$ cat src/rtl/demux_16_14_buf_pkg.sv
// Shared datapath definitions for the 1-to-4 write distributor: default widths,
// lane index constants and the select decode helper.
package demux_16_14_buf_pkg;

    localparam int WIDTH_DEFAULT = 16;
    localparam int CNT_W_DEFAULT = 8;
    localparam int NUM_LANES     = 4;

    typedef logic [1:0] lane_sel_t;

    localparam lane_sel_t LANE_A = 2'd0;
    localparam lane_sel_t LANE_B = 2'd1;
    localparam lane_sel_t LANE_C = 2'd2;
    localparam lane_sel_t LANE_D = 2'd3;

    // One-hot lane mask for a destination select.
    function automatic logic [NUM_LANES-1:0] lane_onehot(input lane_sel_t sel);
        return 4'b0001 << sel;
    endfunction

endpackage

$ cat src/rtl/demux_16_14_buf_if.sv
// Source and per-lane consumer signals of the distributor, grouped as one bundle.
// Handshakes: a word moves on any rising edge where its valid and ready are both
// high; valid never depends on ready, and a producer holds its payload until then.
interface demux_16_14_buf_if #(
    parameter int WIDTH = 16,
    parameter int CNT_W = 8
);
    logic             in_valid;
    logic             in_ready;
    logic [1:0]       in_sel;
    logic [WIDTH-1:0] in_data;

    logic [3:0]       out_valid;
    logic [3:0]       out_ready;
    logic [WIDTH-1:0] out_a;
    logic [WIDTH-1:0] out_b;
    logic [WIDTH-1:0] out_c;
    logic [WIDTH-1:0] out_d;

    logic [CNT_W-1:0] cnt_a;
    logic [CNT_W-1:0] cnt_b;
    logic [CNT_W-1:0] cnt_c;
    logic [CNT_W-1:0] cnt_d;

    // Distributor side.
    modport slave (
        input  in_valid, in_sel, in_data, out_ready,
        output in_ready, out_valid, out_a, out_b, out_c, out_d,
        output cnt_a, cnt_b, cnt_c, cnt_d
    );

    // Source plus consumers side.
    modport master (
        output in_valid, in_sel, in_data, out_ready,
        input  in_ready, out_valid, out_a, out_b, out_c, out_d,
        input  cnt_a, cnt_b, cnt_c, cnt_d
    );

endinterface

$ cat src/rtl/demux_16_14_buf_lane_buf.sv
// Single-entry output buffer for one consumer lane, with a wrapping count of
// completed output handshakes.
module demux_lane_buf #(
    parameter int WIDTH = 16,
    parameter int CNT_W = 8
) (
    input  logic             clk,
    input  logic             rst_n,
    input  logic             load,
    input  logic [WIDTH-1:0] din,
    input  logic             ready,
    output logic             valid,
    output logic [WIDTH-1:0] dout,
    output logic [CNT_W-1:0] cnt
);

    logic             full_q;
    logic [WIDTH-1:0] data_q;
    logic [CNT_W-1:0] cnt_q;
    logic             drain;

    assign drain = full_q && ready;

    // A load in the same cycle as a drain replaces the departing word, so the
    // buffer stays full and the lane sustains one word per cycle.
    always_ff @(posedge clk or negedge rst_n) begin
        if (!rst_n) begin
            full_q <= 1'b0;
            data_q <= '0;
        end else if (load) begin
            full_q <= 1'b1;
            data_q <= din;
        end else if (drain) begin
            full_q <= 1'b0;
        end
    end

    always_ff @(posedge clk or negedge rst_n) begin
        if (!rst_n) begin
            cnt_q <= '0;
        end else if (drain) begin
            cnt_q <= cnt_q + 1'b1;
        end
    end

    assign valid = full_q;
    assign dout  = data_q;
    assign cnt   = cnt_q;

endmodule

$ cat src/rtl/demux_16_14_buf.sv
// 16-bit 1-to-4 distributor: routes each accepted source word into the selected
// lane's single-entry buffer; each lane drains independently to its consumer.
module demux_16_14_buf
    import demux_16_14_buf_pkg::*;
#(
    parameter int WIDTH = WIDTH_DEFAULT,
    parameter int CNT_W = CNT_W_DEFAULT
) (
    input  logic                clk,
    input  logic                rst_n,
    demux_16_14_buf_if.slave    bus
);

    logic [NUM_LANES-1:0] lane_valid;
    logic [NUM_LANES-1:0] lane_load;
    logic [WIDTH-1:0]     lane_dout [NUM_LANES];
    logic [CNT_W-1:0]     lane_cnt  [NUM_LANES];
    logic                 in_ready;

    // Only the selected lane gates the source, so a stalled lane never blocks
    // words bound elsewhere; in_valid is deliberately not part of this term.
    assign in_ready = !lane_valid[bus.in_sel] || bus.out_ready[bus.in_sel];

    always_comb begin
        lane_load = '0;
        if (bus.in_valid && in_ready) begin
            lane_load = lane_onehot(bus.in_sel);
        end
    end

    for (genvar k = 0; k < NUM_LANES; k++) begin : g_lane
        demux_lane_buf #(
            .WIDTH (WIDTH),
            .CNT_W (CNT_W)
        ) u_lane (
            .clk   (clk),
            .rst_n (rst_n),
            .load  (lane_load[k]),
            .din   (bus.in_data),
            .ready (bus.out_ready[k]),
            .valid (lane_valid[k]),
            .dout  (lane_dout[k]),
            .cnt   (lane_cnt[k])
        );
    end

    assign bus.in_ready  = in_ready;
    assign bus.out_valid = lane_valid;

    assign bus.out_a = lane_dout[LANE_A];
    assign bus.out_b = lane_dout[LANE_B];
    assign bus.out_c = lane_dout[LANE_C];
    assign bus.out_d = lane_dout[LANE_D];

    assign bus.cnt_a = lane_cnt[LANE_A];
    assign bus.cnt_b = lane_cnt[LANE_B];
    assign bus.cnt_c = lane_cnt[LANE_C];
    assign bus.cnt_d = lane_cnt[LANE_D];

endmodule

$ cat src/flat_wrapper.sv
// flat-port wrapper written by rule: the top's interface ports become plain ports
module demux_16_14_buf_flat import demux_16_14_buf_pkg::*;
#(
    parameter int WIDTH = WIDTH_DEFAULT,
    parameter int CNT_W = CNT_W_DEFAULT
)
  (clk, rst_n, bus_in_valid, bus_in_sel, bus_in_data, bus_out_ready, bus_in_ready, bus_out_valid, bus_out_a, bus_out_b, bus_out_c, bus_out_d, bus_cnt_a, bus_cnt_b, bus_cnt_c, bus_cnt_d);
  demux_16_14_buf_if #(.WIDTH(WIDTH), .CNT_W(CNT_W)) bus_i ();
  input  logic clk;
  input  logic rst_n;
  input wire logic [$bits(bus_i.in_valid)-1:0] bus_in_valid;
  input wire logic [$bits(bus_i.in_sel)-1:0] bus_in_sel;
  input wire logic [$bits(bus_i.in_data)-1:0] bus_in_data;
  input wire logic [$bits(bus_i.out_ready)-1:0] bus_out_ready;
  output wire logic [$bits(bus_i.in_ready)-1:0] bus_in_ready;
  output wire logic [$bits(bus_i.out_valid)-1:0] bus_out_valid;
  output wire logic [$bits(bus_i.out_a)-1:0] bus_out_a;
  output wire logic [$bits(bus_i.out_b)-1:0] bus_out_b;
  output wire logic [$bits(bus_i.out_c)-1:0] bus_out_c;
  output wire logic [$bits(bus_i.out_d)-1:0] bus_out_d;
  output wire logic [$bits(bus_i.cnt_a)-1:0] bus_cnt_a;
  output wire logic [$bits(bus_i.cnt_b)-1:0] bus_cnt_b;
  output wire logic [$bits(bus_i.cnt_c)-1:0] bus_cnt_c;
  output wire logic [$bits(bus_i.cnt_d)-1:0] bus_cnt_d;
  assign bus_i.in_valid = bus_in_valid;
  assign bus_i.in_sel = bus_in_sel;
  assign bus_i.in_data = bus_in_data;
  assign bus_i.out_ready = bus_out_ready;
  assign bus_in_ready = bus_i.in_ready;
  assign bus_out_valid = bus_i.out_valid;
  assign bus_out_a = bus_i.out_a;
  assign bus_out_b = bus_i.out_b;
  assign bus_out_c = bus_i.out_c;
  assign bus_out_d = bus_i.out_d;
  assign bus_cnt_a = bus_i.cnt_a;
  assign bus_cnt_b = bus_i.cnt_b;
  assign bus_cnt_c = bus_i.cnt_c;
  assign bus_cnt_d = bus_i.cnt_d;
  demux_16_14_buf #(.WIDTH(WIDTH), .CNT_W(CNT_W)) u_core (.clk(clk), .rst_n(rst_n), .bus(bus_i));
endmodule
$ cat config.mk
export PLATFORM = sky130hd
export DESIGN_NAME = demux_16_14_buf_flat
export DESIGN_NICKNAME = d
export VERILOG_FILES = /design/src/rtl/demux_16_14_buf_pkg.sv /design/src/rtl/demux_16_14_buf_if.sv /design/src/rtl/demux_16_14_buf_lane_buf.sv /design/src/rtl/demux_16_14_buf.sv /design/src/flat_wrapper.sv
export SDC_FILE = /design/constraint.sdc
export NUM_CORES = 1
export LEC_CHECK = 0
export ABC_CLOCK_PERIOD_IN_PS = 2100
export CAP_MARGIN = 10
export CORE_ASPECT_RATIO = 0.7
export CORE_MARGIN = 8
export CORE_UTILIZATION = 47
export CTS_CLUSTER_DIAMETER = 40
export CTS_CLUSTER_SIZE = 14
export DETAILED_ROUTE_END_ITERATION = 12
export PLACE_DENSITY = 0.85
export SYNTH_ARGS = -nofsm -noshare
export SYNTH_HDL_FRONTEND = slang
export SYNTH_SLANG_ARGS = --single-unit
$ cat constraint.sdc
create_clock -name clk -period 2.1 [get_ports clk]
set_clock_uncertainty 0.15 [all_clocks]
set_input_delay 0.525 -clock clk [delete_from_list [all_inputs] [get_ports clk]]
set_output_delay 0.525 -clock clk [all_outputs]
set_load 0.02 [all_outputs]
==> flow_summary.ini, run 1 <==
[run_status]
status = finished clean

[finish]
nets = 451
fill_cells = 602
layout-drive-gt1-share_pct = 29.98
n_antenna_cell = 0
final_common_cell = dfrtp_1
finalCoreUtilization_pct = 70.47
layout_common_cells = dfrtp_1 (100), clkdlybuf4s50_1 (98), mux2_2 (57)
area_growth_pct = 46.13

[critical_path]
reg2reg_slack_ps = 380
critPathKind = input pin to output port
crit_start = bus_in_sel[0]
crit_path_max_fanout = 2
end_kind = output port
cp.arrival_ps = 1420
cp.required_ps = 1420
r2r_end = u_core.g_lane[0].u_lane.cnt[7]
start_kind = input pin
rr_startpoint = u_core.g_lane[0].u_lane.valid
r2r_cells = 5

[timing]
setup_viol_count_final = 0
fin_setup_tns_ps = 0
fin_ws_ps = 0.5006
relSlewSlack_pct = 65.34
period_needed_ps = 2099
fmax_ghz = 0.4763
hold_viol = 0
min_period_over_period_pct = 99.98
grt_setup_unrepaired = yes
worst_pin_slew_ps = 519.9
slew_viol_final = 0
whs_ps = 96.36

[clocking]
numCtsBuffers = 9
cts_num_sinks = 100
holdBufCountCts = 0
path_clk_slew_ps = 60
cts_tree = built
root_buffer = clkbuf_16
worstSkewPairLatency_ps = 340
cts_buffer_depth = 2
htreeDepth = 3

[global_routing]
grt_max_degree = 101
grtUsageTotal_pct = 16.78
grt_pass1_vias = 2841
busiest_layer = met2
grt_overflow = 0
grt_use_met1_pct = 19.72
grt_use_met2_pct = 25.73
grt_pass1_wl_um = 15610
grt_antenna_before_repair = 0
met3_usage_pct = 9.580

[routing]
drtAntennaViolNets = 0
drcViolationCount = 0
wirelength_um = 9643
avgRoutedWirePerCell_um = 17.63
vias = 2686
drtIter0Drc = 140
first_pass_iters = 4
vias_per_cell = 4.910

[power_and_ir_drop]
powerDensity_mw_per_mm2 = 1102
power_frac_comb_pct = 32.6
p_seq_share_pct = 41.6
swShare_pct = 31.55
p_leak_nw = 2.689
p_int_mw = 4.488
peakVddDrop_v = 0.0006557
pwr-share-clk_pct = 25.8
switchingPower_mw = 2.068

[synthesis]
yosys.area.top_type = dfrtp_1
syn-cell-area_mm2 = 0.004071
ys_seq_area_share_pct = 61.46
synthTopCellsByArea = dfrtp_1 (61%), mux2_2 (16%), xnor2_1 (5.2%), mux2_4 (3.7%), nand2_1 (1.3%)
syn_inst = 270
ys_ff_latch = 100
ys_warn_count = 0
synth_top_area_share_pct = 61.46
synthesis.nets = 299
avgSynthCellArea_um2 = 15.08
synth_cell_types = 25

[floorplanning]
die_w_um = 127.2
num_rows = 28
start_util_pct = 48.22
fp.dieH_um = 93.87
die-area_mm2 = 0.01194
num_io_pins = 126
core_mm2 = 0.008443

[placement]
dpl_worst_slack_ps = -819.1
globalplace.congestion = 0.7771
port_buffers = 125
hpwl_um = 6980

[job]
maxCapViolations = 0

[min_path]
min_path_type = input pin to async pin
[sequential cells by signal, indices dropped and copies added, names as in the netlist]
signal,count
u_core.g_lane.u_lane.valid,4
u_core.g_lane.u_lane.cnt,32
u_core.g_lane.u_lane.dout,64
[worst max path at each step]
| stage | cells past startpoint | slack [ps] | to |
|---|---|---|---|
| 6_report | 3 | 0.5 | bus_in_ready |
| 5_1_grt | 3 | -50 | bus_in_ready |
| 4_1_cts | 3 | -20 | bus_in_ready |
| 3_5_place_dp | 4 | -820 | bus_in_ready |
| 3_3_place_gp | 4 | -820 | bus_in_ready |
| 2_1_floorplan | 2 | 140 | bus_in_ready |
[synth_stat cells]
cell type and number:
dfrtp_1 100, mux2_2 57, xnor2_1 24, nand2_1 14
mux2_4 10, nand4_1 8, nor2_1 8, buf_4 5
nand3_1 5, and4_1 4, ha_1 4, inv_1 4
nand2b_1 4, or3b_2 4, xor2_1 4, buf_6 3
nand2_2 2, nor3b_4 2, o21ai_0 2, buf_12 1
mux2_1 1, mux4_1 1, nand2_4 1, nor2b_1 1
nor3b_1 1
[kinds of logic (layout without fill, tap and decap cells)]
kind of cell,after synthesis,in the layout,share of synthesized area [%]
flops,100,100,61.46
buf+inv,13,170,2.612
simple gates,54,54,8.052
compound gates,2,2,0.2459
xor+xnor,28,28,6.023
mux,69,69,20.38
fa+ha+maj,4,4,1.229
[timing repair]
item,in CTS,in global routing
buffers inserted,0,3
pin swaps,0,0
gates resized for setup,42,6
endpoints found under the setup margin,14,7
[worst max-delay path: stages]
cell and delay (ps):
dlygate4sd2_1 240, mux4_2 510, buf_6 150
[per-stage QoR]
stage / power, mW / instance area, µm² / std cells
5_1_grt: 6.877 / 5949 / 547
3_5_place_dp: 4.984 / 5609 / 528
4_1_cts: 6.651 / 5912 / 544
3_3_place_gp: 4.904 / 5609 / 528
2_1_floorplan: 3.757 / 4071 / 270
6_report: 6.556 / 5949 / 547
[power by group through the flow]
stage,Sequential [mW],Clock [mW],Combinational [mW]
after CTS,2.73,1.75,2.17
after floorplan,3.23,0,0.527
after global placement,2.73,0,2.18
after global routing,2.80,1.81,2.28
final,2.73,1.69,2.14
after detailed placement,2.76,0,2.23
[routing by layer]
metal | part of all wire (%) | up-vias
met1 | 44 | 1341
li1 | - | 1241
met2 | 44 | 94
met5 | 0 | -
met4 | 0.79 | 0
met3 | 11 | 10
[layout make-up]
class / instances / area (µm²) / area share (%)
inverters: 4 / 15.01 / 0.2524
flip-flops and latches: 100 / 2502 / 42.06
repair buffers: 150 / 1476 / 24.82
multi-input cells: 157 / 1491 / 25.07
well taps: 120 / 150.1 / 2.524
clock inverters: 3 / 43.79 / 0.7361
clock buffers: 13 / 270.3 / 4.543
Note: power is estimated with default switching activity, not from simulation.
==> run 2, diff against run 1 <==
Settings changed: CORE_UTILIZATION 47 to 25, HOLD_SLACK_MARGIN set to 0.03, PLACE_DENSITY 0.85 to 0.53.
==> run 2 against run 1 <==
The flow now finishes with violations (negative setup slack). Largest cell class unchanged. Largest power group unchanged. Combinational power is essentially flat. Setup slack got worse by 45 ps. Critical endpoint unchanged. Hold slack better by 230 ps.
==> flow_summary.ini, run 2 (same netlist as run 1, synthesis figures left out) <==
[timing]
grt_setup_unrepaired = yes
setup_viol_count_final = 1
worst_pin_slew_ps = 290.9
slew_viol_final = 0
fin_setup_tns_ps = -44.44
relSlewSlack_pct = 80.54
period_needed_ps = 2144
whs_ps = 323.2
hold_viol = 0
fmax_ghz = 0.4663
min_period_over_period_pct = 102.1
fin_ws_ps = -44.44

[routing]
vias_per_cell = 4.256
drtAntennaViolNets = 0
drcViolationCount = 0
avgRoutedWirePerCell_um = 16.41
drtIter0Drc = 78
first_pass_iters = 4
vias = 2690
wirelength_um = 10370

[finish]
n_antenna_cell = 0
multi_input_area_mm2 = 0.001491
largest_register_ffs = 64
fin_cells = 632
finalCoreUtilization_pct = 37.58
seqCellArea_mm2 = 0.002502
layout-drive-gt1-share_pct = 29.74
nets = 451
final_common_cell = dfrtp_1
area_growth_pct = 48.65
layout_common_cells = dfrtp_1 (100), clkdlybuf4s50_1 (95), mux2_2 (57)
fill_cells = 1536

[critical_path]
cp_top_family = multiplexers
crit_path_max_fanout = 2
crit_slowest_cell = mux4_2
slowest_delay_ps = 470
path_buf_inv = 2
cp.arrival_ps = 1470
path_cells = clkdlybuf4s15_1 -> nand2b_4 -> mux4_2 -> buf_6
critPathKind = input pin to output port
end_kind = output port
cp.required_ps = 1420
start_kind = input pin

[run_status]
violations = negative setup slack
status = complete, but fails checks

[clocking]
numCtsBuffers = 9
post_cts_buffers = 0
cts_num_sinks = 100
cts_buffer_depth = 2
path_clk_slew_ps = 70
worstSkewPairLatency_ps = 340
root_buffer = clkbuf_16
cts_tree = built
htreeDepth = 3

[power_and_ir_drop]
p_seq_share_pct = 42.4
peakVddDrop_v = 0.0005637
fin_total_pwr_mw = 6.438
pwr-share-clk_pct = 24.6
switchingPower_mw = 2.128
powerDensity_mw_per_mm2 = 1064
p_int_mw = 4.309
swShare_pct = 33.06
power_frac_comb_pct = 33.0
p_leak_nw = 2.717

[placement]
port_buffers = 125
hpwl_um = 7682
place_inst = 615
globalplace.congestion = 0.7419

[floorplanning]
fp.dieH_um = 122.8
core_mm2 = 0.01610
num_io_pins = 126
start_util_pct = 25.28
die_w_um = 168.5
die-area_mm2 = 0.02069
num_rows = 39

[global_routing]
grtUsageTotal_pct = 10.31
grt_overflow = 0
grt_pass1_vias = 2925
grt_max_degree = 52
grt_antenna_before_repair = 0
grt_pass1_wl_um = 16540

[job]
maxCapViolations = 0

[min_path]
min_path_type = flip-flop to flip-flop
==> run 2: cell count changes in the layout (fill, tap and decap cells not counted), sizes merged <==
cell / before / now
clkbuf: 13 / 10
clkdlybuf4s50: 98 / 95
buf: 31 / 29
dlymetal6s2s: 6 / 8
inv: 4 / 6
bufinv: 1 / 0
clkdlybuf4s15: 0 / 1
clkinv: 2 / 3
clkinvlp: 0 / 1
dlygate4sd2: 15 / 16
dlygate4sd3: 0 / 1
==> run 2: per-stage QoR <==
step / setup slack [ps] / instance area (µm²)
after floorplan: 136.6 / 4071
after global placement: -886.7 / 5743
after detailed placement: -886.8 / 5743
after CTS: -53.18 / 6032
after global routing: -77.39 / 6052
final: -44.44 / 6052
==> run 2: cell type report <==
class                   instances  share of cell area [%]
flip-flops and latches        100                   41.35
repair buffers                150                   24.79
multi-input cells             157                   24.64
well taps                     205                   4.238
clock buffers                  10                   3.949
clock inverters                 6                  0.7856
inverters                       4                  0.2481
==> run 2: worst paths after layout <==
kind	startpoint	to	slack (ps)	cells after the start
min in group asynchronous	rst_n	u_core.g_lane[0].u_lane.cnt[7]	560	3
max in group asynchronous	rst_n	u_core.g_lane[3].u_lane.dout[14]	980	3
min reg2reg	u_core.g_lane[1].u_lane.cnt[7]	u_core.g_lane[1].u_lane.cnt[7]	320	1
max	bus_out_ready[1]	bus_in_ready	-40	4
max reg2reg	u_core.g_lane[1].u_lane.valid	u_core.g_lane[1].u_lane.dout[1]	440	5
min	u_core.g_lane[1].u_lane.cnt[7]	u_core.g_lane[1].u_lane.cnt[7]	320	1
==> run 2: metal layers <==
| layer | routed length (µm) | up-vias | share of wire, % | GRT usage (%) |
|---|---|---|---|---|
| met4 | 161 | 0 | 1.6 | 3.835 |
| li1 | - | 1237 | - | - |
| met1 | 4799 | 1372 | 46 | 12.80 |
| met2 | 4633 | 70 | 45 | 15.76 |
| met3 | 778 | 11 | 7.5 | 4.499 |
| met5 | 0 | - | 0 | 0 |
==> run 2: power by group through the flow <==
stage / Clock (mW) / Sequential (mW) / Combinational (mW)
floorplan: 0 / 3.23 / 0.527
global placement: 0 / 2.75 / 2.20
detailed placement: 0 / 2.77 / 2.23
CTS: 1.66 / 2.73 / 2.18
global route: 1.72 / 2.80 / 2.27
finish: 1.58 / 2.73 / 2.13
==> run 2: timing repair <==
action                     in CTS  in global routing
hold endpoints to repair       19                  0
setup endpoints to repair      15                  9
gates cloned                    0                  0
resized for setup              41                  8
hold buffers                    1                  0
==> run 3, diff against run 2 <==
Settings changed: REMOVE_ABC_BUFFERS set to 1.
==> run 3 against run 2 <==
The flow still finishes with violations (negative setup slack). Critical path depth did not move. Setup slack improved by 8.3 ps. Register-to-register slack got worse by 60 ps. Via count fell by 1.4%. Core utilization fell by 0.10 points. Critical path type unchanged.
==> flow_summary.ini, run 3 (same netlist as run 1, synthesis figures left out) <==
[job]
maxCapViolations = 0

[global_routing]
grt_overflow = 0
grt_antenna_before_repair = 0
met3_usage_pct = 4.563
grt_pass1_vias = 2901
grt_use_met2_pct = 15.46
busiest_layer = met2
grtUsageTotal_pct = 10.33
grt_max_degree = 42
grt_pass1_wl_um = 16510
grt_use_met1_pct = 13.11

[finish]
nets = 452
layout-drive-gt1-share_pct = 30.14
fin_area_mm2 = 0.006036
largest_register_ffs = 64
final_common_cell = dfrtp_1
finalCoreUtilization_pct = 37.48
n_antenna_cell = 0
area_growth_pct = 48.25
layout_common_cells = dfrtp_1 (100), clkdlybuf4s50_1 (93), mux2_2 (57)

[power_and_ir_drop]
powerDensity_mw_per_mm2 = 1061
p_leak_nw = 2.693
peakVddDrop_v = 0.0007146

[critical_path]
cp.required_ps = 1420
crit_slowest_cell = mux4_2
path_cells = clkdlybuf4s15_2 -> nand2b_4 -> mux4_2 -> buf_6
cp.arrival_ps = 1460
start_kind = input pin
slowest_delay_ps = 460
end_kind = output port
critPathKind = input pin to output port
r2r_cells = 5
crit_path_max_fanout = 2

[clocking]
path_clk_slew_ps = 70
cts_tree = built
worstSkewPairLatency_ps = 340
cts_num_sinks = 100
numCtsBuffers = 9
htreeDepth = 3
cts_buffer_depth = 2
root_buffer = clkbuf_16

[placement]
port_buffers = 125
placed_area_mm2 = 0.005708
globalplace.congestion = 0.7395
hpwl_um = 7560

[routing]
first_pass_iters = 3
drcViolationCount = 0
vias_per_cell = 4.191
wirelength_um = 10390
drtAntennaViolNets = 0
drtIter0Drc = 73
vias = 2653
avgRoutedWirePerCell_um = 16.41

[run_status]
status = complete, but fails checks
violations = negative setup slack

[timing]
min_period_over_period_pct = 101.7
fmax_ghz = 0.4681
fin_ws_ps = -36.12
slew_viol_final = 0
hold_viol = 0
relSlewSlack_pct = 81.26
grt_setup_unrepaired = yes
period_needed_ps = 2136
worst_pin_slew_ps = 280.3
setup_viol_count_final = 1

[floorplanning]
die-area_mm2 = 0.02069
die_w_um = 168.5
num_io_pins = 126
num_rows = 39
start_util_pct = 25.28
core_mm2 = 0.01610
fp.dieH_um = 122.8

[min_path]
whs_path_depth = 1
min_path_type = flip-flop to flip-flop
## run 3: cell count changes in the layout (fill, tap and decap cells not counted)
| cell | previous run | this run |
|---|---|---|
| buf_12 | 6 | 5 |
| buf_2 | 3 | 2 |
| buf_4 | 19 | 21 |
| clkbuf_2 | 0 | 1 |
| clkbuf_8 | 1 | 0 |
| clkdlybuf4s15_1 | 1 | 0 |
| clkdlybuf4s15_2 | 0 | 1 |
| clkdlybuf4s50_1 | 95 | 93 |
| dlygate4sd2_1 | 16 | 20 |
| dlymetal6s2s_1 | 8 | 6 |
| inv_8 | 0 | 1 |
## run 3: cell type report
| class | count | area, µm² |
|---|---|---|
| clock buffer | 9 | 225.2 |
| clock inverter | 7 | 58.81 |
| fill | 1559 | 10070 |
| inverter | 4 | 15.01 |
| multi-input combinational | 157 | 1491 |
| sequential | 100 | 2502 |
| tap | 205 | 256.5 |
| timing repair buffer | 151 | 1486 |
## run 3: critical path: cells and delay by family
kind | cells | cell delay, ps
buffers and inverters | 2 | 340
multiplexers | 1 | 460
AND/OR/NAND/NOR | 1 | 140
## run 3: power breakdown
| group | internal (mW) | total (mW) | switching, mW |
|---|---|---|---|
| sequential | 2.36 | 2.72 | 0.366 |
| clock | 0.822 | 1.58 | 0.755 |
| combinational | 1.09 | 2.11 | 1.02 |
| total | 4.27 | 6.41 | 2.14 |
## run 3: through the flow
step / power (mW) / setup TNS, ps / hold slack (ps) / setup slack, ps / instances
after floorplan: 3.738 / 0 / 79.41 / 15.24 / 261
after CTS: 6.565 / -49.08 / 310.8 / -49.08 / 629
final: 6.406 / -36.12 / 327.0 / -36.12 / 633
after detailed placement: 4.990 / -13450 / 282.5 / -899.1 / 612
after global placement: 4.954 / -12500 / 274.1 / -895.2 / 612
after global routing: 6.779 / -79.95 / 333.8 / -79.95 / 633
## run 3: metal layers
| metal | wire, µm | up-vias |
|---|---|---|
| li1 | - | 1248 |
| met1 | 4878 | 1327 |
| met2 | 4615 | 69 |
| met3 | 750 | 9 |
| met4 | 142 | 0 |
| met5 | 0 | - |
## run 3: what timing repair did
item	in CTS	in global routing
hold buffers	1	0
buffers inserted	0	4
setup endpoints to repair	19	7
gates resized for setup	45	7
hold endpoints to repair	18	0
## run 3: final timing paths
kind | from | end | slack, ps
worst min-delay path | u_core.g_lane[1].u_lane.cnt[7] | u_core.g_lane[1].u_lane.cnt[7] | 330
max in group asynchronous | rst_n | u_core.g_lane[1].u_lane.dout[15] | 770
min in group asynchronous | rst_n | u_core.g_lane[1].u_lane.cnt[1] | 450
worst min register to register | u_core.g_lane[1].u_lane.cnt[7] | u_core.g_lane[1].u_lane.cnt[7] | 330
worst max-delay path | bus_out_ready[1] | bus_in_ready | -40
worst max register to register | u_core.g_lane[3].u_lane.valid | u_core.g_lane[3].u_lane.cnt[7] | 380
